==> src/rtl/uart_pkg.sv <==
// Shared UART definitions: FSM state encoding and frame shape,
// used by both the receiver and the transmitter.
package uart_pkg;

  localparam int DATA_BITS = 8;
  localparam int STOP_BITS = 1;

  typedef enum logic [2:0] {
    ST_IDLE,
    ST_START,
    ST_DATA,
    ST_PARITY,
    ST_STOP
  } uart_state_t;

  typedef struct packed {
    logic [DATA_BITS-1:0] data;
    logic                 parity_err;
    logic                 frame_err;
  } rx_word_t;

endpackage

==> src/rtl/rx_uart_if.sv <==
// Receive-side output bus: byte, status flags and the
// valid/ready handshake towards the consumer.
interface rx_uart_if;
  import uart_pkg::*;

  logic [DATA_BITS-1:0] o_data;
  logic                 o_valid;
  logic                 o_parity_err;
  logic                 o_frame_err;
  logic                 o_overrun;
  logic                 i_ready;

  modport master (
    output o_data,
    output o_valid,
    output o_parity_err,
    output o_frame_err,
    output o_overrun,
    input  i_ready
  );

  modport slave (
    input  o_data,
    input  o_valid,
    input  o_parity_err,
    input  o_frame_err,
    input  o_overrun,
    output i_ready
  );

endinterface

==> src/rtl/sync_2ff.sv <==
// Two-flop synchronizer for an asynchronous, idle-high line.
// Both stages come out of reset at 1 so no false start is seen.
module sync_2ff (
  input  logic clk,
  input  logic reset,
  input  logic d,
  output logic q
);

  logic meta;

  always_ff @(posedge clk or posedge reset) begin
    if (reset) begin
      meta <= 1'b1;
      q    <= 1'b1;
    end else begin
      meta <= d;
      q    <= meta;
    end
  end

endmodule

==> src/rtl/rx_uart.sv <==
// Oversampling UART receiver: 8 data bits, optional parity,
// one stop bit, single-entry output register with overrun pulse.
module rx_uart
  import uart_pkg::*;
#(
  parameter int OVERSAMPLE = 16,
  parameter int PARITY_EN  = 1,
  parameter int PARITY_ODD = 0
) (
  input  logic         clk,
  input  logic         reset,
  input  logic         baud_tick,
  input  logic         serial_in,
  output logic         o_busy,
  rx_uart_if.master    rx
);

  localparam int CW =
    (OVERSAMPLE > 2) ? $clog2(OVERSAMPLE) : 1;
  localparam logic [CW-1:0] LAST =
    CW'(OVERSAMPLE - 1);
  localparam logic [CW-1:0] HALF =
    CW'(OVERSAMPLE / 2 - 1);
  localparam logic [2:0] LAST_BIT =
    3'(DATA_BITS - 1);
  localparam logic ODD = 1'(PARITY_ODD);

  logic                 rx_s;
  uart_state_t          state;
  logic [CW-1:0]        cnt;
  logic [2:0]           bidx;
  logic [DATA_BITS-1:0] shreg;
  logic                 perr_q;
  logic                 armed;
  logic                 at_last;
  logic                 complete;

  sync_2ff u_sync (
    .clk   (clk),
    .reset (reset),
    .d     (serial_in),
    .q     (rx_s)
  );

  assign at_last  = (cnt == LAST);
  assign complete = baud_tick && at_last
                 && (state == ST_STOP);
  assign o_busy   = (state != ST_IDLE);

  always_ff @(posedge clk or posedge reset) begin
    if (reset) begin
      state           <= ST_IDLE;
      cnt             <= '0;
      bidx            <= '0;
      shreg           <= '0;
      perr_q          <= 1'b0;
      armed           <= 1'b0;
      rx.o_data       <= '0;
      rx.o_valid      <= 1'b0;
      rx.o_parity_err <= 1'b0;
      rx.o_frame_err  <= 1'b0;
      rx.o_overrun    <= 1'b0;
    end else begin
      rx.o_overrun <= 1'b0;

      if (complete) begin
        if (!rx.o_valid || rx.i_ready) begin
          rx.o_data       <= shreg;
          rx.o_parity_err <= (PARITY_EN != 0) && perr_q;
          rx.o_frame_err  <= !rx_s;
          rx.o_valid      <= 1'b1;
        end else begin
          rx.o_overrun <= 1'b1;
        end
      end else if (rx.o_valid && rx.i_ready) begin
        rx.o_valid <= 1'b0;
      end

      if (baud_tick) begin
        unique case (state)
          ST_IDLE: begin
            // armed stays low after a low stop bit
            if (rx_s) begin
              armed <= 1'b1;
            end else if (armed) begin
              cnt   <= '0;
              state <= ST_START;
            end
          end
          ST_START: begin
            if (cnt == HALF) begin
              cnt   <= '0;
              bidx  <= '0;
              state <= rx_s ? ST_IDLE : ST_DATA;
            end else begin
              cnt <= cnt + 1'b1;
            end
          end
          ST_DATA: begin
            if (at_last) begin
              cnt   <= '0;
              shreg <= {rx_s, shreg[DATA_BITS-1:1]};
              bidx  <= bidx + 1'b1;
              if (bidx == LAST_BIT) begin
                state <= (PARITY_EN != 0)
                       ? ST_PARITY : ST_STOP;
              end
            end else begin
              cnt <= cnt + 1'b1;
            end
          end
          ST_PARITY: begin
            if (at_last) begin
              cnt    <= '0;
              perr_q <= ((^shreg) ^ rx_s) != ODD;
              state  <= ST_STOP;
            end else begin
              cnt <= cnt + 1'b1;
            end
          end
          ST_STOP: begin
            if (at_last) begin
              cnt   <= '0;
              armed <= rx_s;
              state <= ST_IDLE;
            end else begin
              cnt <= cnt + 1'b1;
            end
          end
          default: begin
            cnt   <= '0;
            state <= ST_IDLE;
          end
        endcase
      end
    end
  end

endmodule

==> src/flat_wrapper.sv <==
// flat-port wrapper written by rule: the top's interface ports become plain ports
module rx_uart_flat import uart_pkg::*;
#(
  parameter int OVERSAMPLE = 16,
  parameter int PARITY_EN  = 1,
  parameter int PARITY_ODD = 0
)
  (clk, reset, baud_tick, serial_in, o_busy, rx_o_data, rx_o_valid, rx_o_parity_err, rx_o_frame_err, rx_o_overrun, rx_i_ready);
  rx_uart_if rx_i ();
  input  logic clk;
  input  logic reset;
  input  logic baud_tick;
  input  logic serial_in;
  output logic o_busy;
  output wire logic [$bits(rx_i.o_data)-1:0] rx_o_data;
  output wire logic [$bits(rx_i.o_valid)-1:0] rx_o_valid;
  output wire logic [$bits(rx_i.o_parity_err)-1:0] rx_o_parity_err;
  output wire logic [$bits(rx_i.o_frame_err)-1:0] rx_o_frame_err;
  output wire logic [$bits(rx_i.o_overrun)-1:0] rx_o_overrun;
  input wire logic [$bits(rx_i.i_ready)-1:0] rx_i_ready;
  assign rx_o_data = rx_i.o_data;
  assign rx_o_valid = rx_i.o_valid;
  assign rx_o_parity_err = rx_i.o_parity_err;
  assign rx_o_frame_err = rx_i.o_frame_err;
  assign rx_o_overrun = rx_i.o_overrun;
  assign rx_i.i_ready = rx_i_ready;
  rx_uart #(.OVERSAMPLE(OVERSAMPLE), .PARITY_EN(PARITY_EN), .PARITY_ODD(PARITY_ODD)) u_core (.clk(clk), .reset(reset), .baud_tick(baud_tick), .serial_in(serial_in), .o_busy(o_busy), .rx(rx_i));
endmodule
==> config.mk <==
export PLATFORM = sky130hd
export DESIGN_NAME = rx_uart_flat
export DESIGN_NICKNAME = d
export VERILOG_FILES = /design/src/rtl/uart_pkg.sv /design/src/rtl/rx_uart_if.sv /design/src/rtl/sync_2ff.sv /design/src/rtl/rx_uart.sv /design/src/flat_wrapper.sv
export SDC_FILE = /design/constraint.sdc
export NUM_CORES = 1
export LEC_CHECK = 0
export ABC_AREA = 1
export CAP_MARGIN = 5
export CORE_ASPECT_RATIO = 1.75
export CORE_MARGIN = 10
export CORE_UTILIZATION = 58
export CTS_BUF_LIST = sky130_fd_sc_hd__clkbuf_8
export CTS_CLUSTER_SIZE = 28
export DETAILED_ROUTE_END_ITERATION = 12
export PLACE_DENSITY_LB_ADDON = 0.3
export SLEW_MARGIN = 20
export SYNTH_ARGS = -nofsm -noshare
export SYNTH_HDL_FRONTEND = slang
export SYNTH_SLANG_ARGS = --single-unit
export TNS_END_PERCENT = 100
==> constraint.sdc <==
create_clock -name clk -period 1.76 [get_ports clk]
set_input_delay 0.352 -clock clk [delete_from_list [all_inputs] [get_ports clk]]
set_output_delay 0.352 -clock clk [all_outputs]
set_load 0.05 [all_outputs]
### After elaboration in Yosys (flattened, before gate mapping)

Index checks and enable logic that the tools add are counted.

| operators by class | value |
|---|---|
| reductions and logical operators | 21 |
| muxes and demuxes | 25 |
| add/subtract/negate cells | 2 |
| bitwise logic cells | 1 |
| equal/unequal tests | 16 |

Operators by type and width:

| kind | count |
|---|---|
| 3-bit two-way mux | 9 |
| 4-bit two-way mux | 4 |
| 3-bit case mux with 5 select lines | 1 |
| 2-bit by 1-bit != test with 1-bit output (second input constant) | 6 |
| 4-bit case mux with 3 select lines | 1 |
| 3-bit AND reduction | 3 |
| 4-bit AND reduction | 2 |
| 8-bit AND reduction | 1 |
| 8-bit parity | 1 |
| 1-bit two-way mux | 7 |
| 3-bit by 2-bit == test with 1-bit output (second input constant) | 2 |
| 3-bit == test (second input constant) | 2 |
| 2-bit != test (second input constant) | 3 |
| 3-bit case mux with 2 select lines | 1 |
| 2-bit nonzero test | 3 |
| 4-bit by 1-bit adder with 4-bit output (second input constant) | 1 |
| 4-bit by 3-bit == test with 1-bit output (second input constant) | 1 |
| 4-bit == test (second input constant) | 1 |
| 2-bit AND reduction | 2 |
| 3-bit by 1-bit adder with 3-bit output (second input constant) | 1 |
| 3-bit by 1-bit == test with 1-bit output (second input constant) | 1 |
| 1-bit logical AND | 3 |
| 3-bit zero test | 1 |
| 3-bit nonzero test | 1 |
| 6 further kinds | 7 |

| word-level totals | value |
|---|---|
| bits in registers | 34 |
| output and inout bits | 13 |

### Depth between registers and ports, before layout

| logic depth | value |
|---|---|
| depth in word-level cells | 5 |
| gate-level depth with buffers | 10 |
| mapped depth without buffers | 10 |

### Cells and area by module

From an unflattened synthesis, not the netlist that was laid out.

| second synthesis, totals | value |
|---|---|
| cell total of the unflattened synthesis | 210 |
| area, all modules | 1707.9 sq um |

By module, submodules not included:

| module | instances | cells each | area an instance (sq um) | seq. area each (sq um) |
|---|---|---|---|---|
| rx_uart | 1 | 207 | 1651.6 | 800.8 |
| sync_2ff | 1 | 3 | 56.3 | 52.6 |

### Least setup slack after synthesis

Ideal clock, no wire load.

| timing path | value |
|---|---|
| path type | register to register |
| start point | register u_core.cnt[0] |
| end point | register u_core.rx.o_parity_err |
| stages on the path, launching flop included | 8 |
| required time | 1635 ps |
| arrival | 1318 ps |
| path slack | 317 ps |
| setup time | 125 ps |
| buffers on the path | 0 |
| cells stage by stage | dfrtp_1 ha_1 nand2_2 nor2_4 nand2_2 nor2_4 nand2_4 mux2_4 |

| between the ends | value |
|---|---|
| longest elaborated chain between the ends | 4 |

Ends and longest elaborated chain:

| what | RTL line | source |
|---|---|---|
| from (decl) | rx_uart.sv:30 | `logic [CW-1:0] cnt;` |
| from (signal assigned) | rx_uart.sv:96 | `cnt <= cnt + 1'b1;` |
| from (signal assigned) | rx_uart.sv:109 | `cnt <= cnt + 1'b1;` |
| from (signal assigned) | rx_uart.sv:118 | `cnt <= cnt + 1'b1;` |
| 4-bit == test | rx_uart.sv:45 | `assign at_last = (cnt == LAST);` |
| 1-bit logical AND | rx_uart.sv:46 | `assign complete = baud_tick && at_last` |
| 1-bit logical AND | rx_uart.sv:47 | `&& (state == ST_STOP);` |
| 2-bit AND reduction (no line) | -- |  |
| to (signal assigned) | rx_uart.sv:69 | `rx.o_parity_err <= (PARITY_EN != 0) && perr_q;` |
| to (decl) | rx_uart_if.sv:16 | `output o_parity_err,` |

No other way between the ends.
A chain may end at the register's enable or synchronous reset.

### Worst setup path after layout

| timing path | value |
|---|---|
| start point | register u_core.state[1] |
| end point | output port o_busy |

| between the ends | value |
|---|---|
| longest elaborated chain between the ends | 1 |

Ends and longest elaborated chain:

| what | RTL line | source |
|---|---|---|
| from (decl) | rx_uart.sv:29 | `uart_state_t state;` |
| from (signal assigned) | rx_uart.sv:94 | `state <= rx_s ? ST_IDLE : ST_DATA;` |
| from (signal assigned) | rx_uart.sv:105 | `state <= (PARITY_EN != 0)` |
| 3-bit nonzero test | rx_uart.sv:48 | `assign o_busy = (state != ST_IDLE);` |
| to (decl) | flat_wrapper.sv:14 | `output logic o_busy;` |

No other way between the ends.

==> impl_metrics.tcl <==
set metrics [dict create \
    outcome "finished clean" \
    rows 26 \
    ant_nets 0 \
    fin_crit_ns 1.58 \
    cp-end-kind "output port" \
    drc_errors 0 \
    r2r-start "u_core.cnt[0]" \
    startpoint_type "flip-flop" \
    synth_area_sq_um 1760 \
    die_w_um 61.6 \
    fin_cells 266 \
    drtPass1Iterations 4 \
    io_buffers 17 \
    tightest_slew_ns 0.411 \
    synthMuxAreaShare 0.00855 \
    drt-vias-per-instance 5.19 \
    fin_worst_hold_slack_ns 0.357 \
    rsz0062_at_grt "no" \
    grt_pass1_vias 1376 \
    drv_slew 0 \
    clock_path_buffers 2 \
    insertion_delay_ns 0.28 \
    yosys.area.top_type "dfrtp_1" \
    num_vias 1380 \
    wl_um 3270 \
    p_leak_nw 1.08 \
    tns_ns 0 \
    area_growth_pct 17.9 \
    setup_violations 0 \
    route.met3.wl_um 115 \
    grt_max_degree 35 \
    crit_start "u_core.state[1]" \
    synth_top_area_share 0.456 \
    cp_max_fo 6 \
    post_cts_resized 0 \
    dp_slack_ns 0.117 \
    gp_congestion 0.827 \
    fin_nets 245 \
    synth_xor_area_frac 0.00997 \
    diodes 0 \
    gr-total-overflow 0 \
    met2_length_um 1790 \
    grt_pass1_wl_um 6110 \
    dp_hpwl_um 2530 \
    powerDensity_nw_per_um2 1020 \
    synth-adder-area-share 0.0214 \
    period_share 0.900 \
    dr.max_layer_used "met4" \
    power_mw 2.11 \
    cts-root-buf "clkbuf_8" \
    synth-seq-cells 34 \
    syn-mean-instance-area_sq_um 8.29 \
    crit_required_ns 1.41 \
    hold_start "u_core.u_sync.meta" \
    antenna_found_initial 0 \
    vdd_drop_max_mv 0.776 \
    placed_cell_area_sq_um 1950 \
    worstHoldPathType "flip-flop to flip-flop" \
    hold_viol 0 \
    routedWlPerCell_um 12.3 \
    pwr-share-comb 0.238 \
    dieHeight_um 92.8 \
    p_sw_frac 0.302 \
    cts.sinks 34 \
    maxCapViolCount 0 \
    seq_power_share 0.419 \
    die-area_sq_um 5720 \
    cts.clk_slew.worst_paths_ns 0.07 \
    fmax_mhz 632 \
    synth_top_family_by_area "simple AND/OR/NAND/NOR gates" \
    grt_usage 0.135 \
    drt_iter0_markers 51 \
    cts_tree "yes" \
    ys_seq_area_frac 0.486 \
    final_util 0.707 \
    arrival_ns 1.23 \
    syn_nets 220 \
    finClkSkew_ns 0.00683 \
    postSynthCellCount 212 \
    post-place-cells 258 \
    layout_setup_ws_ns 0.177 \
    start_util 0.600 \
    max_slew_margin 0.725 \
    ios 18 \
    numCtsBuffers 5 \
    fill_cells 232 \
    post_cts_buffers 0 \
    synth_simple_gate_area_frac 0.280 \
    synth_compound_area_frac 0.122 \
    met1_length_um 1330 \
    layout-drive-gt1-share 0.244 \
    fin_area_sq_um 2070 \
    hold_buffers 0 \
    power_switching_mw 0.636 \
    synth.area.top_cells "dfrtp_1 (46%), nand2_1 (16%), o21ai_2 (6.0%)" \
    synth.distinct_cells 26 \
    core_sq_um 2930 \
    path_class "flip-flop to output port" \
    internal-power_mw 1.47 \
    h-tree-depth 2 \
    p_clk_frac 0.343 \
    synth_warnings 0 \
]
[registers in the layout (all words and copies together), names as in the netlist]
name / cells
u_core.rx.o_data: 8
u_core.shreg: 8
u_core.cnt: 4
u_core.bidx: 3
u_core.state: 3
u_core.armed: 1
u_core.perr_q: 1
u_core.rx.o_frame_err: 1
u_core.rx.o_overrun: 1
u_core.rx.o_parity_err: 1
u_core.rx.o_valid: 1
u_core.u_sync.meta: 1
u_core.u_sync.q: 1
[cell usage after synthesis, drive strengths merged]
cell	number
mux2	1
or2	1
xnor2	1
o21ai	27
dfrtp	32
o211ai	1
dfstp	2
nor3	1
inv	28
xor2	1
a22oi	1
buf	2
a21oi	2
nand4	1
nor2	12
ha	3
nand3	11
nand2	85
[power by group through the flow]
stage | clock network [mW] | logic [mW] | registers (mW)
6_report | 0.722 | 0.502 | 0.883
5_1_grt | 0.775 | 0.570 | 0.891
4_1_cts | 0.734 | 0.511 | 0.883
3_5_place_dp | 0 | 0.510 | 0.898
3_3_place_gp | 0 | 0.506 | 0.896
2_1_floorplan | 0 | 0.367 | 0.887
[cells by family after synthesis]
logic type / Yosys count
simple gates: 111
flops: 34
compound gates: 31
buf+inv: 30
fa+ha+maj: 3
xor+xnor: 2
mux: 1
[layout by cell type (no fill, tap or decap), types with 2 or more instances in the layout]
cell type	instances
nor2_2	2
dfrtp_1	32
ha_1	3
buf_4	14
nand3_1	11
nand2_1	77
inv_1	24
buf_12	2
o21ai_1	5
o21ai_2	12
nand2_2	6
nor2_1	8
inv_2	5
clkbuf_8	6
nand2_4	2
dfstp_2	2
nor2_4	2
clkdlybuf4s50_1	4
o21ai_0	10
[routing by layer]
metal  up-vias  GRT usage
met5         -          0
met4         0     0.0393
met3         4     0.0356
met2        17      0.234
met1       646      0.152
li1        713          -
[worst max-delay path, cell delays in order, from the launching register on]
cell and delay (ns):
dfrtp_1 0.45, inv_1 0.08, nand2_1 0.05, nor2_1 0.14, inv_1 0.09, buf_12 0.15
[final cells by class]
type | instances | area [sq um] | share of cell area
inverter | 28 | 105 | 0.0508
clock buffer | 6 | 82.6 | 0.0399
clock inverter | 2 | 33.8 | 0.0163
multi-input combinational | 148 | 776 | 0.375
sequential | 34 | 853 | 0.412
tap | 28 | 35.0 | 0.0169
timing repair buffer | 20 | 185 | 0.0894
[path summary, 6_finish.rpt]
check | endpoint | slack, ns | cells past startpoint
max | o_busy | 0.18 | 5
min | u_core.u_sync.q | 0.36 | 0
max reg2reg | u_core.state[1] | 0.21 | 10
min reg2reg | u_core.u_sync.q | 0.36 | 0
max in group asynchronous | u_core.u_sync.q | 1.11 | 3
min in group asynchronous | u_core.rx.o_overrun | 0.40 | 3
Power figures use the tool's default switching activity.
